File: src/rtl/pwm_pkg.sv
// Shared constants and types for the PWM output peripheral.
// The pin mux helper is shared by the RTL and anyone needing the same pin rule.
package pwm_pkg;

    localparam int                    PWM_CNT_W       = 8;
    localparam logic [PWM_CNT_W-1:0]  DUTY_FULL       = 8'hFF;
    localparam int                    DEFAULT_CLK_DIV = 13;

    typedef logic [15:0] pin_vec_t;

    // A pin is high when enabled and either static or following the PWM level.
    function automatic pin_vec_t pinDrive(input pin_vec_t enOut,
                                          input pin_vec_t enPwm,
                                          input logic     level);
        return enOut & (~enPwm | {16{level}});
    endfunction

endpackage

File: src/rtl/pwm_timebase.sv
// Shared PWM timebase: prescaler, 8-bit period counter, duty shadow register.
// Produces the combinational PWM level and a registered period-start pulse.
module pwm_timebase
    import pwm_pkg::*;
#(
    parameter int CLK_DIV = DEFAULT_CLK_DIV
) (
    input  logic                 clk,
    input  logic                 rst,
    input  logic [PWM_CNT_W-1:0] duty_i,
    output logic                 pwm_level_o,
    output logic                 period_start_o
);

    localparam logic [15:0] PRESC_MAX = 16'(CLK_DIV - 1);

    logic [15:0]          prescaler_q, prescaler_d;
    logic [PWM_CNT_W-1:0] pwmCnt_q, pwmCnt_d;
    logic [PWM_CNT_W-1:0] dutyShadow_q, dutyShadow_d;
    logic                 periodStart_q, periodStart_d;
    logic                 freshReset_q;
    logic                 tick;
    logic                 wrapTick;

    // Duty only moves into the shadow on the last tick of a period, so a
    // period never sees a partially applied duty value.
    always_comb begin
        tick          = (prescaler_q == PRESC_MAX);
        wrapTick      = tick && (pwmCnt_q == '1);
        prescaler_d   = tick ? 16'd0 : prescaler_q + 16'd1;
        pwmCnt_d      = tick ? pwmCnt_q + 8'd1 : pwmCnt_q;
        dutyShadow_d  = wrapTick ? duty_i : dutyShadow_q;
        periodStart_d = wrapTick | freshReset_q;
    end

    always_ff @(posedge clk) begin
        if (rst) begin
            prescaler_q   <= '0;
            pwmCnt_q      <= '0;
            dutyShadow_q  <= '0;
            periodStart_q <= 1'b0;
            freshReset_q  <= 1'b1;
        end else begin
            prescaler_q   <= prescaler_d;
            pwmCnt_q      <= pwmCnt_d;
            dutyShadow_q  <= dutyShadow_d;
            periodStart_q <= periodStart_d;
            freshReset_q  <= 1'b0;
        end
    end

    // Full-scale duty is special-cased so 0xFF gives a solid high period.
    assign pwm_level_o    = (dutyShadow_q == DUTY_FULL) || (pwmCnt_q < dutyShadow_q);
    assign period_start_o = periodStart_q;

endmodule

File: src/rtl/pwm_peripheral.sv
// 16-pin output stage: each pin is low, static high, or the shared PWM level,
// selected by the SPI-written enable registers and registered once.
module pwm_peripheral
    import pwm_pkg::*;
#(
    parameter int CLK_DIV = DEFAULT_CLK_DIV,
    parameter int CNT_W   = PWM_CNT_W
) (
    input  logic             clk,
    input  logic             rst,
    input  logic [7:0]       en_reg_out_7_0,
    input  logic [7:0]       en_reg_out_15_8,
    input  logic [7:0]       en_reg_pwm_7_0,
    input  logic [7:0]       en_reg_pwm_15_8,
    input  logic [CNT_W-1:0] pwm_duty_cycle,
    output logic [15:0]      out,
    output logic             period_start
);

    pin_vec_t enOut;
    pin_vec_t enPwm;
    pin_vec_t out_q, out_d;
    logic     pwmLevel;

    assign enOut = {en_reg_out_15_8, en_reg_out_7_0};
    assign enPwm = {en_reg_pwm_15_8, en_reg_pwm_7_0};

    pwm_timebase #(
        .CLK_DIV (CLK_DIV)
    ) u_timebase (
        .clk            (clk),
        .rst            (rst),
        .duty_i         (pwm_duty_cycle),
        .pwm_level_o    (pwmLevel),
        .period_start_o (period_start)
    );

    // Enables are not period-aligned; they take effect on the next clock.
    always_comb begin
        out_d = pinDrive(enOut, enPwm, pwmLevel);
    end

    always_ff @(posedge clk) begin
        if (rst) begin
            out_q <= '0;
        end else begin
            out_q <= out_d;
        end
    end

    assign out = out_q;

endmodule

File: config.mk
export PLATFORM = sky130hd
export DESIGN_NAME = pwm_peripheral
export DESIGN_NICKNAME = d
export VERILOG_FILES = /design/src/rtl/pwm_pkg.sv /design/src/rtl/pwm_timebase.sv /design/src/rtl/pwm_peripheral.sv
export SDC_FILE = /design/constraint.sdc
export NUM_CORES = 1
export LEC_CHECK = 0
export ABC_AREA = 1
export BUFFER_PORTS_ARGS = -buffer_cell sky130_fd_sc_hd__buf_2
export CAP_MARGIN = 10
export CORE_UTILIZATION = 40
export CTS_BUF_LIST = sky130_fd_sc_hd__clkbuf_16
export DETAILED_ROUTE_END_ITERATION = 6
export PLACE_DENSITY_LB_ADDON = 0.15
export SYNTH_ARGS = -nofsm -noshare
export SYNTH_HDL_FRONTEND = slang
export SYNTH_HIERARCHICAL = 1
export SYNTH_SLANG_ARGS = --single-unit
File: constraint.sdc
create_clock -name clk -period 1.6 [get_ports clk]
set_input_delay 0.32 -clock clk [delete_from_list [all_inputs] [get_ports clk]]
set_output_delay 0.32 -clock clk [all_outputs]
set_load 0.05 [all_outputs]
# Word level (Yosys, flattened, before mapping)
# Cells that the tools add are included.
# totals
reg_bits,50
latch_bits,0
ram_bits,0
mem_bits_ro,0
input_bits,42
output_inout_bits,17
wordCells,20
memories,0
# classes
add_sub_neg,2
mul,0
div_mod_pow,0
n_lt_le_gt_ge,1
eq_ne,3
shifts,0
muxes,1
bitwise_logic,4
reduce_logical,3
# op_table
cell,n
"adder 16 x 1 -> 16 bit, second input constant",1
AND 16 bit,1
"equality test 16 x 4 -> 1 bit, second input constant",1
"equality test 8 bit, second input constant",2
NOT 16 bit,1
bitwise OR 16 bit,1
"adder 8 x 1 -> 8 bit, second input constant",1
< comparator 8 bit,1
OR reduction 2 bit,1
logical AND 1 bit,1
logical OR 1 bit,1
two-way mux 1 bit,1
bitwise OR 1 bit,1

# Depth between registers and ports, before layout
# Gate-level depths: netlist of the first run.
# depth
depth_word,4
mapped_depth,13
mapped_depth_nobuf,11

# By module
# Netlist of the first run, hierarchy kept.
# modules_own_cells
mod,n_inst,cells_each,area_each_um2,seq_area_each_um2
pwm_timebase,1,300,1963.1,680.7
pwm_peripheral,1,84,619.3,320.3

# Worst setup path before layout of the first run
# Ideal clock, no wire load.
# synth_timing
path_type,reg2reg
startpoint,register u_timebase.pwmCnt_q[3]
endpoint,register out_q[4] (netlist: out[4])
setup_time_ns,0.111
arrival_ns,1.327
required_time_ns,1.489
setup_slack_ns,0.161
path_stages_with_launch,13
n_path_buf,2
period_less_slack_ns,1.439
path_cell_list,dfxtp_1 -> ha_1 -> nand2_1 -> inv_1 -> nand2_1 -> nand2_1 -> nand2_1 -> nand2_1 -> nand2_1 -> buf_6 -> buf_12 -> nor2_1 -> nor2_1
# synth_between
elab_chain_cells,4
# synth_lines
element,line_no,source
"start, declared",pwm_timebase.sv:18,"logic [PWM_CNT_W-1:0] pwmCnt_q, pwmCnt_d;"
"start signal, assigned",pwm_timebase.sv:45,pwmCnt_q <= pwmCnt_d;
< comparator 8 bit,pwm_timebase.sv:53,assign pwm_level_o = (dutyShadow_q == DUTY_FULL) || (pwmCnt_q < dutyShadow_q);
logical OR 1 bit,pwm_timebase.sv:53,
named net pwmLevel,pwm_peripheral.sv:23,logic pwmLevel;
bitwise OR 16 bit,pwm_pkg.sv:15,return enOut & (~enPwm | {16{level}});
AND 16 bit,pwm_pkg.sv:15,
"end signal, assigned",pwm_peripheral.sv:47,out_q <= out_d;
"end, declared",pwm_peripheral.sv:22,"pin_vec_t out_q, out_d;"
# The timed path passes the listed nets, and every way through them passes these cells.
# A chain may end at the register's enable or synchronous reset.

# Final worst setup path of the first run
# layout_timing
startpoint,register u_timebase.dutyShadow_q[7]
endpoint,register out_q[13] (netlist: out[13])
# layout_between
elab_chain_cells,4
word_cells_on_any_way,5
cone_classes,order compare (1); eq/ne (1); bitwise (2); reduce/logical (1)
# layout_lines
element,line_no,source
"start, declared",pwm_timebase.sv:19,"logic [PWM_CNT_W-1:0] dutyShadow_q, dutyShadow_d;"
"start signal, assigned",pwm_timebase.sv:46,dutyShadow_q <= dutyShadow_d;
< comparator 8 bit / equality test 8 bit (equally long branches),pwm_timebase.sv:53,
logical OR 1 bit (*),pwm_timebase.sv:53,
named net pwmLevel,pwm_peripheral.sv:23,
bitwise OR 16 bit (*),pwm_pkg.sv:15,
AND 16 bit (*),pwm_pkg.sv:15,
# Mark *: on every way through the listed nets, which the timed path passes. The rest lies on a longest branch.

==> results.ini, run 1 <==
[run_status]
run_status = finished, final reports clean

[pwr]
internal_power_summed_over_all_cells_mw = 1.92
power_leakage_nw = 1.58
power.density_nw_per_um2 = 787
seq_power_share_pct = 50.6
p_comb_share_pct = 8.7
vdd_ir_drop_max_v = 0.000678
pwr-share-clk_pct = 40.7
total_power_draw_mw = 2.53
switching_part_of_the_total_pct = 24.1
power_switching_mw = 0.610

[sta]
fmaxAchievable_ghz = 0.660
worst_tran_pin_value_ns = 0.324
slew_viol_final = 0
final.setup_skew_ns = 0.00652
final.hold.worst_slack_ns = 0.245
finalHoldViolations = 0
timing.setup.tns_ns = 0
max-slew-margin-rel_pct = 78.3
final_critical_path_setup_slack_ns = 0.0856
period_share_pct = 94.6
final.min_clock_period_ns = 1.51
finalSetupViolCount = 0

[setup_path]
crit_path_max_incr_delay_ns = 0.31
path_max_fanout = 8
reg2reg_slack_ns = 0.09
crit_startpoint = u_timebase/dutyShadow_q[7]$_SDFFE_PP0P_
worstPathRequired_ns = 1.79
worst_setup_path_class = flip-flop to flip-flop
worst-path-stages = 10
path_cells = inv_1 > ha_1 > nand2_1 > nor2_1 > nand2_1 > nand2_2 > nand2_4 > clkbuf_16 > nor2_2 > nor2_1
worst-path-buf-inv = 2
r2r-start = u_timebase/dutyShadow_q[7]$_SDFFE_PP0P_
worst_r2r_path_depth = 10
startpoint_type = flip-flop
largest_delay_share_family_worst_path = simple AND/OR/NAND/NOR gates
critPathSlowestCell = dfxtp_1
worst-endpoint-arrival_ns = 1.70
worst_setup_path_end_kind = flip-flop

[route]
drt_first_iter_violations = 60
ant_nets = 0
vias = 2414
drtPass1Iterations = 5
post_drt_wl_per_cell_um = 11.0
drcViolationCount = 0
finalWirelength_um = 5840
via_per_inst = 4.55

[synthesis]
ys_seq_area_share_pct = 38.8
ys_seq_elements = 50
synthDistinctLibCells = 28
syn-cell-area_um2 = 2580
yosysWarnings = 6
synth_cells = 384
syn-mean-instance-area_um2 = 6.73
synth_nets = 436

[worst_hold_path]
timing.hold.worst.start = rst
timing.hold.worst_path_depth = 1
hold_path.class = input pin to flip-flop

[die]
dieWidth_um = 82.4
count_of_pins_on_the_block_boundary = 59
height_of_the_chip_um = 82.4
core_um2 = 6060
rows = 28
start_util_pct = 42.6
floorplan.die_area_um2 = 6780

[cells_and_area]
n_fill_cell = 613
ant_diodes = 0
final_core_utilization_pct = 53.0
post_route_cells_drive_above_1_share_pct = 25.2
layout.cell_area.non_filler_um2 = 3210
finalNonFillerCells = 531
design.final.nets = 507
area_growth_syn_to_layout_pct = 24.5

[placed_design]
placed_cell_area_um2 = 3000
detailed_place_hpwl_um = 4250
buffer_ports.inserted = 58
post-place-ws_ns = 0.133
finalWeightedCongestion = 0.817
placed_cells = 522

[cts]
cts_setup_buffers = 0
htreeDepth = 2
root_buffer = clkbuf_16
ctsLongestPathBuffers = 2
clock_latency_ns = 0.29
cts.sink_count = 50
clock_pin_transition_on_the_worst_setup_and_hold_timing_paths_ns = 0.06
tritoncts = built
numCtsBuffers = 5

[global_route]
maximum_number_of_pins_on_one_net_before_global_route_repair = 17
wire_length_of_the_first_global_routing_pass_um = 9190
antenna_found_initial = 0
global_route.usage.met2_pct = 30.7
global_route.peak_usage_layer = met2
met3_usage_grt_pct = 3.96
grt_pass1_vias = 2113
global_route.overflow_total = 0
track_usage_pct = 17.8
use_met1_pct = 21.6

[run]
maxCapViolations = 0

kinds of logic after synthesis:
| kind of cell | share of synthesized area [%] |
|---|---|
| simple gates | 38.1 |
| buf+inv | 10.9 |
| flops | 38.8 |
| compound gates | 5.33 |
| fa+ha+maj | 4.84 |
| xor+xnor | 2.03 |
worst reg2reg max path: stages, from the launching register on:
cell and delay [ns]:
dfxtp_1 0.31, inv_1 0.07, ha_1 0.30, nand2_1 0.07, nor2_1 0.12, nand2_1 0.08, nand2_2 0.08, nand2_4 0.08
clkbuf_16 0.17, nor2_2 0.10, nor2_1 0.04
placed cells by master, fill, tap and decap left out:
cell type,Yosys,layout
nand2_1,101,99
nor2_1,76,73
buf_2,1,58
inv_1,54,51
dfxtp_1,50,48
a21oi_1,21,21
nand3_1,16,16
nor2_2,11,14
buf_4,0,10
ha_1,10,8
clkbuf_16,0,6
inv_2,2,5
o21ai_0,5,5
nand2_2,5,5
xor2_1,5,5
nand4_1,4,4
nor2_4,3,3
nand3_2,3,3
clkinv_2,1,2
clkinv_1,1,2
nor4_1,2,2
nand2_4,0,2
nor3_1,2,2
nand3b_1,2,2
ha_4,0,2
dfxtp_2,0,2
clkinvlp_4,0,1
buf_12,1,1
o21a_1,1,1
and3_1,1,1
xnor2_1,1,1
or2_2,1,1
metal layers:
layer  vias up  wire length (um)  share of wire (%)
met1      1053              2780                 48
met5         -                 0                  0
met4         0                65                1.1
met3         6               201                3.4
li1       1312                 -                  -
met2        43              2790                 48
sequential cells by signal (all words and copies together), names as in the netlist:
register,count
u_timebase/period_start_o,1
u_timebase/prescaler_q,16
u_timebase/freshReset_q,1
u_timebase/pwmCnt_q,8
out,16
u_timebase/dutyShadow_q,8
cells in the mapped netlist (all sizes together):
cell type	n	share of area (%)
nand2	106	16
nor2	90	15
inv	56	8.1
dfxtp	50	39
a21oi	21	4.1
nand3	19	4.3
ha	10	4.8
buf	5	2.3
o21ai	5	0.97
xor2	5	1.7
nand4	4	0.97
clkinv	2	0.34
nand3b	2	0.58
nor3	2	0.39
nor4	2	0.48
and3	1	0.24
clkbuf	1	0.19
o21a	1	0.29
or2	1	0.24
xnor2	1	0.34
power by group through the flow:
stage | sequential (mW) | combinational, mW | clock (mW)
after CTS | 1.28 | 0.219 | 1.07
after detailed placement | 1.31 | 0.219 | 0
final | 1.28 | 0.220 | 1.03
after global routing | 1.28 | 0.243 | 1.11
after floorplan | 1.37 | 0.0770 | 0
after global placement | 1.31 | 0.216 | 0
worst paths after layout:
kind                                                to
hold reg to reg   u_timebase/period_start_o$_SDFF_PP0_
hold / removal         u_timebase/freshReset_q$_DFF_P_
setup / recovery                    out[13]$_SDFF_PP0_
setup reg to reg                    out[13]$_SDFF_PP0_
timing repair:
item,CTS,global route
setup endpoints to repair,0,19
gates resized for setup,0,14
hold buffers,0,0
area by class of cell:
type,count,area (um^2),share of cell area [%]
Inverter,58,219,6.81
Clock buffer,5,125,3.89
Multi-Input combinational cell,270,1350,41.9
Timing Repair Buffer,70,410,12.8
Sequential cell,50,1000,31.2
Clock inverter,3,16.3,0.506
Tap cell,75,93.8,2.92
(Power assumes the default switching activity.)
==> run 2: changes to the inputs <==
- PLACE_DENSITY_LB_ADDON: 0.15 -> unset
- clock period: 1.6 -> 1.3 ns (I/O delays scaled with it)
==> results.ini, run 2 (synthesis results as in run 1) <==
[sta]
finalHoldViolations = 0  ; unchanged
final.min_clock_period_ns = 1.45  ; -0.0606 ns
unrepaired_setup_endpoints_after_global_routing = true
slew_viol_final = 0  ; unchanged
final_critical_path_setup_slack_ns = -0.154  ; -0.239 ns
worst_tran_pin_value_ns = 0.280  ; -0.0439 ns
period_share_pct = 112  ; +17 points
final.setup_skew_ns = 0.0109  ; +0.00442 ns
max-slew-margin-rel_pct = 81.3  ; +3.0 points
fmaxAchievable_ghz = 0.688  ; +4.2%
timing.setup.tns_ns = -3.42  ; -3.42 ns
finalSetupViolCount = 42  ; +42

[cts]
root_buffer = clkbuf_16
numCtsBuffers = 5  ; unchanged
cts.sink_count = 50  ; unchanged
ctsLongestPathBuffers = 2  ; unchanged
htreeDepth = 2  ; unchanged
cts_hold_buffers = 0  ; unchanged
clock_latency_ns = 0.29  ; about the same
tritoncts = built
clock_pin_transition_on_the_worst_setup_and_hold_timing_paths_ns = 0.08  ; +0.02 ns

[pwr]
vdd_ir_drop_max_v = 0.000580  ; -14%
power.density_nw_per_um2 = 869  ; +11%
p_comb_share_pct = 11.5  ; +2.8 points
total_power_draw_mw = 3.30  ; +31%
switching_part_of_the_total_pct = 25.9  ; +1.7 points
internal_power_summed_over_all_cells_mw = 2.45  ; +28%
power_leakage_nw = 1.75  ; +11%
pwr-share-clk_pct = 41.0  ; +0.3 points
seq_power_share_pct = 47.5  ; -3.1 points
power_switching_mw = 0.854  ; +40%

[setup_path]
path_max_fanout = 8  ; unchanged
largest_delay_share_family_worst_path = simple AND/OR/NAND/NOR gates
worst-path-stages = 12  ; +2
worstPathRequired_ns = 1.50  ; -0.29 ns
worst_r2r_path_depth = 12  ; +2
worst-path-buf-inv = 2  ; unchanged
critPathSlowestCell = dfxtp_2
worst_setup_path_end_kind = flip-flop
path_cells = inv_2 > ha_4 > o21ai_2 > nand2_1 > nand2_1 > nand2_2 > nand2_2 > nand2_2 > nand2_4 > buf_12 > nor2_2 > nor2_1
crit_path_max_incr_delay_ns = 0.32  ; about the same
worst_setup_path_class = flip-flop to flip-flop
timing.critical_path.mode_cell = nand2_2
worst-endpoint-arrival_ns = 1.65  ; -0.05 ns
startpoint_type = flip-flop

[global_route]
antenna_found_initial = 0  ; unchanged
global_route.overflow_total = 0  ; unchanged
maximum_number_of_pins_on_one_net_before_global_route_repair = 19  ; +2
track_usage_pct = 19.2  ; +1.3 points
grt_pass1_vias = 2307  ; +9.2%
wire_length_of_the_first_global_routing_pass_um = 9950  ; +8.3%

[route]
drtPass1Iterations = 4  ; -1
finalWirelength_um = 6430  ; +10%
via_per_inst = 4.77  ; +5.0%
drt_first_iter_violations = 135  ; +130%
post_drt_wl_per_cell_um = 11.7  ; +6.0%
vias = 2634  ; +9.1%
ant_nets = 0  ; unchanged
drcViolationCount = 0  ; unchanged

[worst_hold_path]
timing.hold.worst_path_depth = 3  ; +2
hold_path.class = input pin to flip-flop

[die]
count_of_pins_on_the_block_boundary = 59  ; unchanged
rows = 28  ; unchanged
core_um2 = 6060  ; unchanged
dieWidth_um = 82.4  ; unchanged
start_util_pct = 42.6  ; unchanged
height_of_the_chip_um = 82.4  ; unchanged
floorplan.die_area_um2 = 6780  ; unchanged

[run_status]
run_status = complete, but fails checks
violations = negative setup slack

[cells_and_area]
finalNonFillerCells = 552  ; +4.0%
post_route_cells_drive_above_1_share_pct = 45.5  ; +20 points
design.final.nets = 528  ; +4.1%
ant_diodes = 0  ; unchanged
area_growth_syn_to_layout_pct = 47.2
layout.cell_area.non_filler_um2 = 3800  ; +18%
final_common_cell = nand2_1
layout.cells.most_common_list = nand2_1 (82), buf_2 (58), nor2_1 (50)

[run]
maxCapViolations = 0  ; unchanged

[placed_design]
placed_cell_area_um2 = 3180  ; +6.2%
detailed_place_hpwl_um = 4390  ; +3.1%
buffer_ports.inserted = 58  ; unchanged
placed_cells = 535  ; +2.5%
finalWeightedCongestion = 0.826  ; +1.1%

==> run 2: area by class of cell <==
class	instances	area [um^2]
clock buffers	5	125
clock inverters	3	28.8
fillers	540	2260
inverters	58	221
multi-input cells	271	1690
flip-flops and latches	50	1030
well taps	75	93.8
repair buffers	90	618
==> run 2: worst paths after layout <==
path,from,end,slack (ns)
setup reg to reg,u_timebase/dutyShadow_q[1]$_SDFFE_PP0P_,out[13]$_SDFF_PP0_,-0.15
hold reg to reg,u_timebase/freshReset_q$_DFF_P_,u_timebase/period_start_o$_SDFF_PP0_,0.44
setup / recovery,u_timebase/dutyShadow_q[1]$_SDFFE_PP0P_,out[13]$_SDFF_PP0_,-0.15
hold / removal,pwm_duty_cycle[0],u_timebase/dutyShadow_q[0]$_SDFFE_PP0P_,0.18
==> run 2: power groups by stage <==
stage,logic (mW),registers [mW],clock network (mW)
floorplan,0.0971,1.69,0
global placement,0.288,1.61,0
CTS,0.347,1.57,1.39
global route,0.411,1.57,1.46
finish,0.380,1.57,1.35
detailed placement,0.290,1.61,0
==> run 2: what timing repair did <==
action,in CTS,in global routing
pin swaps,38,29
cloned,2,1
buffers inserted,4,3
endpoints found under the setup margin,49,49
gates resized for setup,43,68
==> run 2: metal layers <==
| metal | track usage, % | up-vias | wire, um |
|---|---|---|---|
| met5 | 0 | - | 0 |
| li1 | - | 1362 | - |
| met1 | 24.6 | 1189 | 2980 |
| met2 | 31.2 | 77 | 3000 |
| met3 | 6.26 | 6 | 410 |
| met4 | 4.21 | 0 | 46 |
==> run 2: worst reg2reg max path, cell delays in order, from the launching register on <==
cell and delay, ns:
dfxtp_2 0.32, inv_2 0.04, ha_4 0.26, o21ai_2 0.05
nand2_1 0.06, nand2_1 0.06, nand2_2 0.07, nand2_2 0.05
nand2_2 0.08, nand2_4 0.09, buf_12 0.16, nor2_2 0.08
nor2_1 0.04
==> run 2: per-stage QoR <==
step	setup WS, ns	utilization, %	hold slack (ns)
2_1_floorplan	-0.0928	-	0.288
3_3_place_gp	-0.146	52.5	0.429
3_5_place_dp	-0.143	52.5	0.425
4_1_cts	-0.148	58.6	0.172
5_1_grt	-0.275	62.7	0.171
6_report	-0.154	62.7	0.177
